--- src/rtl/matrix_scan_ctrl_if.sv ---
// Host-side bundle for matrix_scan_ctrl: back-bank write port, swap request, and panel scan outputs.
// master = host/bench, slave = controller.
interface matrix_scan_ctrl_if #(
    parameter int unsigned ROWS = 16,
    parameter int unsigned ID_W = 5
);
    logic [ID_W-1:0] column_id;
    logic [ROWS-1:0] in_column;
    logic            LOAD;
    logic            IN_CLR;
    logic            SWAP;
    logic [ID_W-1:0] column_seg;
    logic [ROWS-1:0] out_column;
    logic            COLUMN_CLK;
    logic            OUT_CLR;
    logic            frame_done;
    logic            swap_pending;

    modport master (
        output column_id, in_column, LOAD, IN_CLR, SWAP,
        input  column_seg, out_column, COLUMN_CLK, OUT_CLR, frame_done, swap_pending
    );

    modport slave (
        input  column_id, in_column, LOAD, IN_CLR, SWAP,
        output column_seg, out_column, COLUMN_CLK, OUT_CLR, frame_done, swap_pending
    );
endinterface

--- src/rtl/matrix_scan_ctrl.sv ---
// Double-buffered LED column-scan controller: host fills the back bank, the front bank is scanned
// as BLANK/SHOW phases per column, and banks exchange only at a frame boundary.
module matrix_scan_ctrl #(
    parameter int unsigned ROWS      = 16,
    parameter int unsigned COLS      = 32,
    parameter int unsigned ID_W      = 5,
    parameter int unsigned BLANK_CYC = 2,
    parameter int unsigned DWELL_CYC = 8
) (
    input logic               CLK,
    input logic               RESET,
    matrix_scan_ctrl_if.slave bus
);

    localparam int unsigned PhMax = (BLANK_CYC > DWELL_CYC) ? BLANK_CYC : DWELL_CYC;
    localparam int unsigned PhW   = (PhMax > 1) ? $clog2(PhMax) : 1;

    localparam logic [0:0] StBlank = 1'b0;
    localparam logic [0:0] StShow  = 1'b1;

    logic [1:0][COLS-1:0][ROWS-1:0] bank_q, bank_d;
    logic                           bank_sel_q, bank_sel_d;
    logic                           swap_pending_q, swap_pending_d;

    // Scan position runs one cycle ahead of the registered outputs it produces.
    logic [0:0]      state_q, state_d;
    logic [PhW-1:0]  phase_q, phase_d;
    logic [ID_W-1:0] seg_q, seg_d;

    logic [ID_W-1:0] column_seg_q;
    logic [ROWS-1:0] out_column_q, out_column_d, front_col;
    logic            column_clk_q, out_clr_q, frame_done_q, frame_done_d;

    always_comb begin
        state_d      = state_q;
        phase_d      = phase_q + 1'b1;
        seg_d        = seg_q;
        frame_done_d = 1'b0;
        case (state_q)
            StBlank: begin
                if (phase_q == PhW'(BLANK_CYC - 1)) begin
                    state_d = StShow;
                    phase_d = '0;
                end
            end
            default: begin
                if (phase_q == PhW'(DWELL_CYC - 1)) begin
                    state_d      = StBlank;
                    phase_d      = '0;
                    seg_d        = (seg_q == ID_W'(COLS - 1)) ? '0 : seg_q + 1'b1;
                    frame_done_d = (seg_q == ID_W'(COLS - 1));
                end
            end
        endcase
    end

    always_comb begin
        front_col = '0;
        for (int c = 0; c < int'(COLS); c++) begin
            if (seg_q == ID_W'(c)) begin
                front_col = bank_q[bank_sel_q][c];
            end
        end
        out_column_d = (state_q == StShow) ? front_col : '0;
    end

    // Writes target the pre-edge back bank; out-of-range column_id never matches a column.
    always_comb begin
        bank_d = bank_q;
        for (int c = 0; c < int'(COLS); c++) begin
            if (bus.IN_CLR) begin
                bank_d[~bank_sel_q][c] = '0;
            end else if (bus.LOAD && (bus.column_id == ID_W'(c))) begin
                bank_d[~bank_sel_q][c] = bus.in_column;
            end
        end
    end

    // frame_done_q marks the visible last cycle of the frame, so the exchange lands on its edge.
    always_comb begin
        bank_sel_d     = bank_sel_q;
        swap_pending_d = swap_pending_q | bus.SWAP;
        if (frame_done_q && (swap_pending_q || bus.SWAP)) begin
            bank_sel_d     = ~bank_sel_q;
            swap_pending_d = 1'b0;
        end
    end

    always_ff @(posedge CLK or negedge RESET) begin
        if (!RESET) begin
            bank_q         <= '0;
            bank_sel_q     <= 1'b0;
            swap_pending_q <= 1'b0;
            state_q        <= StBlank;
            phase_q        <= '0;
            seg_q          <= '0;
            column_seg_q   <= '0;
            out_column_q   <= '0;
            column_clk_q   <= 1'b0;
            out_clr_q      <= 1'b1;
            frame_done_q   <= 1'b0;
        end else begin
            bank_q         <= bank_d;
            bank_sel_q     <= bank_sel_d;
            swap_pending_q <= swap_pending_d;
            state_q        <= state_d;
            phase_q        <= phase_d;
            seg_q          <= seg_d;
            column_seg_q   <= seg_q;
            out_column_q   <= out_column_d;
            column_clk_q   <= (state_q == StBlank) && (phase_q == '0);
            out_clr_q      <= (state_q == StBlank);
            frame_done_q   <= frame_done_d;
        end
    end

    assign bus.column_seg   = column_seg_q;
    assign bus.out_column   = out_column_q;
    assign bus.COLUMN_CLK   = column_clk_q;
    assign bus.OUT_CLR      = out_clr_q;
    assign bus.frame_done   = frame_done_q;
    assign bus.swap_pending = swap_pending_q;

endmodule

--- src/flat_wrapper.sv ---
// flat-port wrapper written by rule: the top's interface ports become plain ports
module matrix_scan_ctrl_flat 
#(
    parameter int unsigned ROWS      = 16,
    parameter int unsigned COLS      = 32,
    parameter int unsigned ID_W      = 5,
    parameter int unsigned BLANK_CYC = 2,
    parameter int unsigned DWELL_CYC = 8
)
  (CLK, RESET, bus_column_id, bus_in_column, bus_LOAD, bus_IN_CLR, bus_SWAP, bus_column_seg, bus_out_column, bus_COLUMN_CLK, bus_OUT_CLR, bus_frame_done, bus_swap_pending);
  matrix_scan_ctrl_if #(.ROWS(ROWS), .ID_W(ID_W)) bus_i ();
  input logic CLK;
  input logic RESET;
  input wire logic [$bits(bus_i.column_id)-1:0] bus_column_id;
  input wire logic [$bits(bus_i.in_column)-1:0] bus_in_column;
  input wire logic [$bits(bus_i.LOAD)-1:0] bus_LOAD;
  input wire logic [$bits(bus_i.IN_CLR)-1:0] bus_IN_CLR;
  input wire logic [$bits(bus_i.SWAP)-1:0] bus_SWAP;
  output wire logic [$bits(bus_i.column_seg)-1:0] bus_column_seg;
  output wire logic [$bits(bus_i.out_column)-1:0] bus_out_column;
  output wire logic [$bits(bus_i.COLUMN_CLK)-1:0] bus_COLUMN_CLK;
  output wire logic [$bits(bus_i.OUT_CLR)-1:0] bus_OUT_CLR;
  output wire logic [$bits(bus_i.frame_done)-1:0] bus_frame_done;
  output wire logic [$bits(bus_i.swap_pending)-1:0] bus_swap_pending;
  assign bus_i.column_id = bus_column_id;
  assign bus_i.in_column = bus_in_column;
  assign bus_i.LOAD = bus_LOAD;
  assign bus_i.IN_CLR = bus_IN_CLR;
  assign bus_i.SWAP = bus_SWAP;
  assign bus_column_seg = bus_i.column_seg;
  assign bus_out_column = bus_i.out_column;
  assign bus_COLUMN_CLK = bus_i.COLUMN_CLK;
  assign bus_OUT_CLR = bus_i.OUT_CLR;
  assign bus_frame_done = bus_i.frame_done;
  assign bus_swap_pending = bus_i.swap_pending;
  matrix_scan_ctrl #(.ROWS(ROWS), .COLS(COLS), .ID_W(ID_W), .BLANK_CYC(BLANK_CYC), .DWELL_CYC(DWELL_CYC)) u_core (.CLK(CLK), .RESET(RESET), .bus(bus_i));
endmodule
--- config.mk ---
export PLATFORM = sky130hd
export DESIGN_NAME = matrix_scan_ctrl_flat
export DESIGN_NICKNAME = d
export VERILOG_FILES = /design/src/rtl/matrix_scan_ctrl_if.sv /design/src/rtl/matrix_scan_ctrl.sv /design/src/flat_wrapper.sv
export SDC_FILE = /design/constraint.sdc
export NUM_CORES = 2
export LEC_CHECK = 0
export CAP_MARGIN = 10
export CORE_MARGIN = 5
export CORE_UTILIZATION = 55
export DETAILED_ROUTE_END_ITERATION = 10
export DONT_BUFFER_PORTS = 1
export PLACE_DENSITY = 0.7
export SLEW_MARGIN = 20
export SYNTH_ARGS = -nofsm -noshare
export SYNTH_HDL_FRONTEND = slang
export SYNTH_SLANG_ARGS = --single-unit
--- constraint.sdc ---
create_clock -name CLK -period 7.3 [get_ports CLK]
set_clock_uncertainty 0.05 [all_clocks]
set_input_delay 1.825 -clock CLK [delete_from_list [all_inputs] [get_ports CLK]]
set_output_delay 1.825 -clock CLK [all_outputs]
set_load 0.02 [all_outputs]
==> metrics.txt <==
vias in the first global route=48070; CTS root buffer=clkbuf_16; initial antenna violation count=4; All-Layer GR Usage=34.31%; # fillers=8771; Routed WL=190800 um; sequential share of the synthesized area=between 40 and 50%; FMAX=217.8 MHz; CTS tree=yes; area of the mapped netlist=0.05576 mm2; post-route setup slack=2708 ps; Synth Instances=7023; Initial Utilization=55.52%; power per cell area=202.6 mW/mm2; RSZ-0062 raised after global routing=no; Final Instance Area=0.06034 mm2; Yosys reg bits=1059; Congestion Overflow GR=0; Layout Nets=6670; Reg power frac=48.3%; outcome=finished, violations left; Synth Warn #=0; Worst Hold Class=register to register; R2R Setup Slk=approximately 2700 ps; crit path max fanout=98; Tmin final=around 4600 ps; Clock Power Share=49.1%; area delta synth->final=8.212%; first-pass GRT wire length=290800 um; dpl ws=2633 ps; Die Ht=between 300 and 400 um; Detailed Place HPWL=approximately 110000 um; worst vdd ir=0.1699 mV; Clock transition at path regs=60 ps; Leak=~25 nW; max-slew violations=450; Pint=9.419 mW; setup violators final=0; Final Cycle Share=62.90%; Net Switching=2.808 mW; Skew-Pair Late Insertion Delay=between 700 and 800 ps; routed length per instance=23.60 um; Worst EP required=7800 ps; Clock Tree Buf Depth=3; # IOs=51; Routed Antenna Nets=0; max cap viols=0; CTS buffer count=117; Core ar.=0.1004 mm2; layout cells sized above 1=6.391%; Area after DPL=about 0.056 mm2; clock sink count=1059; H-tree levels=3; hold_ws=about 450 ps; Via density=6.437; GP Congestion=between 0.8 and 0.9; Post-synth EDFFs=0; number of post-CTS setup repair buffers=0; FF/Latch Area=0.02651 mm2; initial DRC count=7626; switching share of power=roughly 23%; Synth Flop Type=dfrtp_1; post-CTS sizing=0; Die Wd=328.4 um; CP Capture Type=register; hold buffers post-CTS=0; Placement Rows=116; asr flop ratio synth=100.0%; CP arrival=5090 ps; DRC violations left=0; CP Launch Type=register; IO Port Bufs=0; Yosys cell types=between 70 and 80; area of the multi-input gates=0.02655 mm2; Crit Path Class=register to register; combinational power share=2.6%; largest net degree at the start of global routing=1060; failing checks=max-slew violations; Die Area=0.1079 mm2; Avg Inst Size Synth=7.940 um2; DR vias=about 52000; Post-Route Utilization=60.08%; final hold violation count=0; DRT Pass-1 Iters=6; Setup TNS=0 ps; Worst Tran Pin Value=2487 ps; Max transition margin=-65.80%; Synth Net Count=roughly 7000
## registers in the layout, indices dropped and copies added, names as in the netlist
name / flops
u_core.seg_q: 5
u_core.phase_q: 3
u_core.bank_sel_q: 1
u_core.bus.out_column: 16
u_core.bank_q: 1024
u_core.state_q: 1
u_core.bus.swap_pending: 1
u_core.bus.column_seg: 5
u_core.bus.OUT_CLR: 1
u_core.bus.frame_done: 1
u_core.bus.COLUMN_CLK: 1
## critical path, cell delays in order (launching register included)
cell and delay [ps]:
dfrtp_4 1020, buf_12 360, buf_12 370, mux2i_1 320
o211ai_1 140, nor3_1 230, a21oi_1 200, o311ai_1 470
a21oi_1 270, o311ai_1 600, a31oi_1 210
## cell usage after synthesis, types with 20 or more instances
master	count	share of area, %
o22ai_1	127	1.4
dfrtp_1	1058	47
a311oi_1	24	0.38
buf_2	104	0.93
o21a_1	76	1.0
nand2b_1	408	4.6
mux2i_1	25	0.45
o211ai_1	20	0.27
nand4_1	24	0.27
o21ai_1	40	0.36
nor3_1	32	0.29
nand2_1	630	4.2
clkbuf_1	519	3.5
nand3_1	116	1.0
o21ai_0	978	8.8
a31oi_1	101	1.1
nor2_1	1084	7.3
inv_1	123	0.83
a21oi_1	1197	11
a211oi_1	43	0.58
## metrics by stage
| step | total power [mW] | instances |
|---|---|---|
| CTS | 12.14 | 8079 |
| global placement | 6.196 | 7865 |
| global route | 12.54 | 8085 |
| detailed placement | 6.202 | 7865 |
| finish | 12.23 | 8086 |
| floorplan | 6.186 | 7023 |
## routing by layer
metal,global-route usage [%],routed length (um)
met2,50.12,81730
met3,8.003,21950
met4,14.01,8797
met1,49.54,78320
met5,0,9
## final cells by class
| class | count | share of cell area (%) |
|---|---|---|
| Tap cell | 1357 | 2.814 |
| Timing Repair Buffer | 138 | 2.040 |
| Antenna cell | 1 | 0.004147 |
| Clock buffer | 177 | 5.947 |
| Clock inverter | 37 | 0.4997 |
| Multi-Input combinational cell | 5193 | 43.99 |
| Sequential cell | 1059 | 43.93 |
| Inverter | 124 | 0.7713 |
## worst paths after layout
path | start | end | cells after the start
max in group asynchronous | RESET | u_core.bank_q[924]$_DFFE_PN0P_ | 4
min in group asynchronous | RESET | u_core.bank_q[192]$_DFFE_PN0P_ | 0
max | u_core.bank_sel_q$_DFFE_PN0P_ | u_core.bus.out_column[8]$_DFF_PN0_ | 10
min | u_core.phase_q[2]$_DFF_PN0_ | u_core.bus.COLUMN_CLK$_DFF_PN0_ | 1
max reg2reg | u_core.bank_sel_q$_DFFE_PN0P_ | u_core.bus.out_column[8]$_DFF_PN0_ | 10
min reg2reg | u_core.phase_q[2]$_DFF_PN0_ | u_core.bus.COLUMN_CLK$_DFF_PN0_ | 1
## logic make-up (layout without fill, tap and decap cells)
logic type / count (synthesis) / in the layout / synth area share, %
other cells: 0 / 1 / 0
xor+xnor: 1 / 1 / 0.01571
compound gates: 2733 / 2733 / 26.63
mux: 26 / 26 / 0.4689
flops: 1059 / 1059 / 47.53
fa+ha+maj: 11 / 11 / 0.2468
simple gates: 2422 / 2422 / 19.62
buf+inv: 771 / 476 / 5.490
## cell usage in the layout (no fill, tap or decap), drive strengths merged, types with 7 or more instances in the layout
cell type | synthesis | layout
nor3b | 20 | 20
o31ai | 19 | 19
o2111ai | 12 | 12
clkinv | 1 | 30
nor2 | 1085 | 1085
o311ai | 8 | 8
nor2b | 15 | 15
a21oi | 1198 | 1198
dfrtp | 1058 | 1058
nor3 | 32 | 32
inv | 123 | 125
a31oi | 101 | 101
a32oi | 12 | 12
nand2b | 408 | 408
o221ai | 9 | 9
nand4 | 24 | 24
nor4 | 15 | 15
nand3 | 116 | 116
a211oi | 44 | 44
nand4bb | 12 | 12
a2111oi | 10 | 10
and3 | 12 | 12
mux2i | 25 | 25
ha | 11 | 11
a311oi | 24 | 24
and4b | 7 | 7
o211ai | 20 | 20
nand4b | 12 | 12
nand2 | 630 | 630
o21ai | 1018 | 1018
o21bai | 14 | 14
o21a | 76 | 76
clkbuf | 519 | 177
buf | 128 | 138
o22ai | 127 | 127
## power by group through the flow
stage	Clock, mW	Sequential, mW	Combinational, mW
finish	6.00	5.90	0.320
global route	6.29	5.90	0.350
CTS	6.04	5.90	0.194
detailed placement	0	6.01	0.194
global placement	0	6.01	0.189
floorplan	0	6.01	0.179
(Power assumes the default switching activity.)
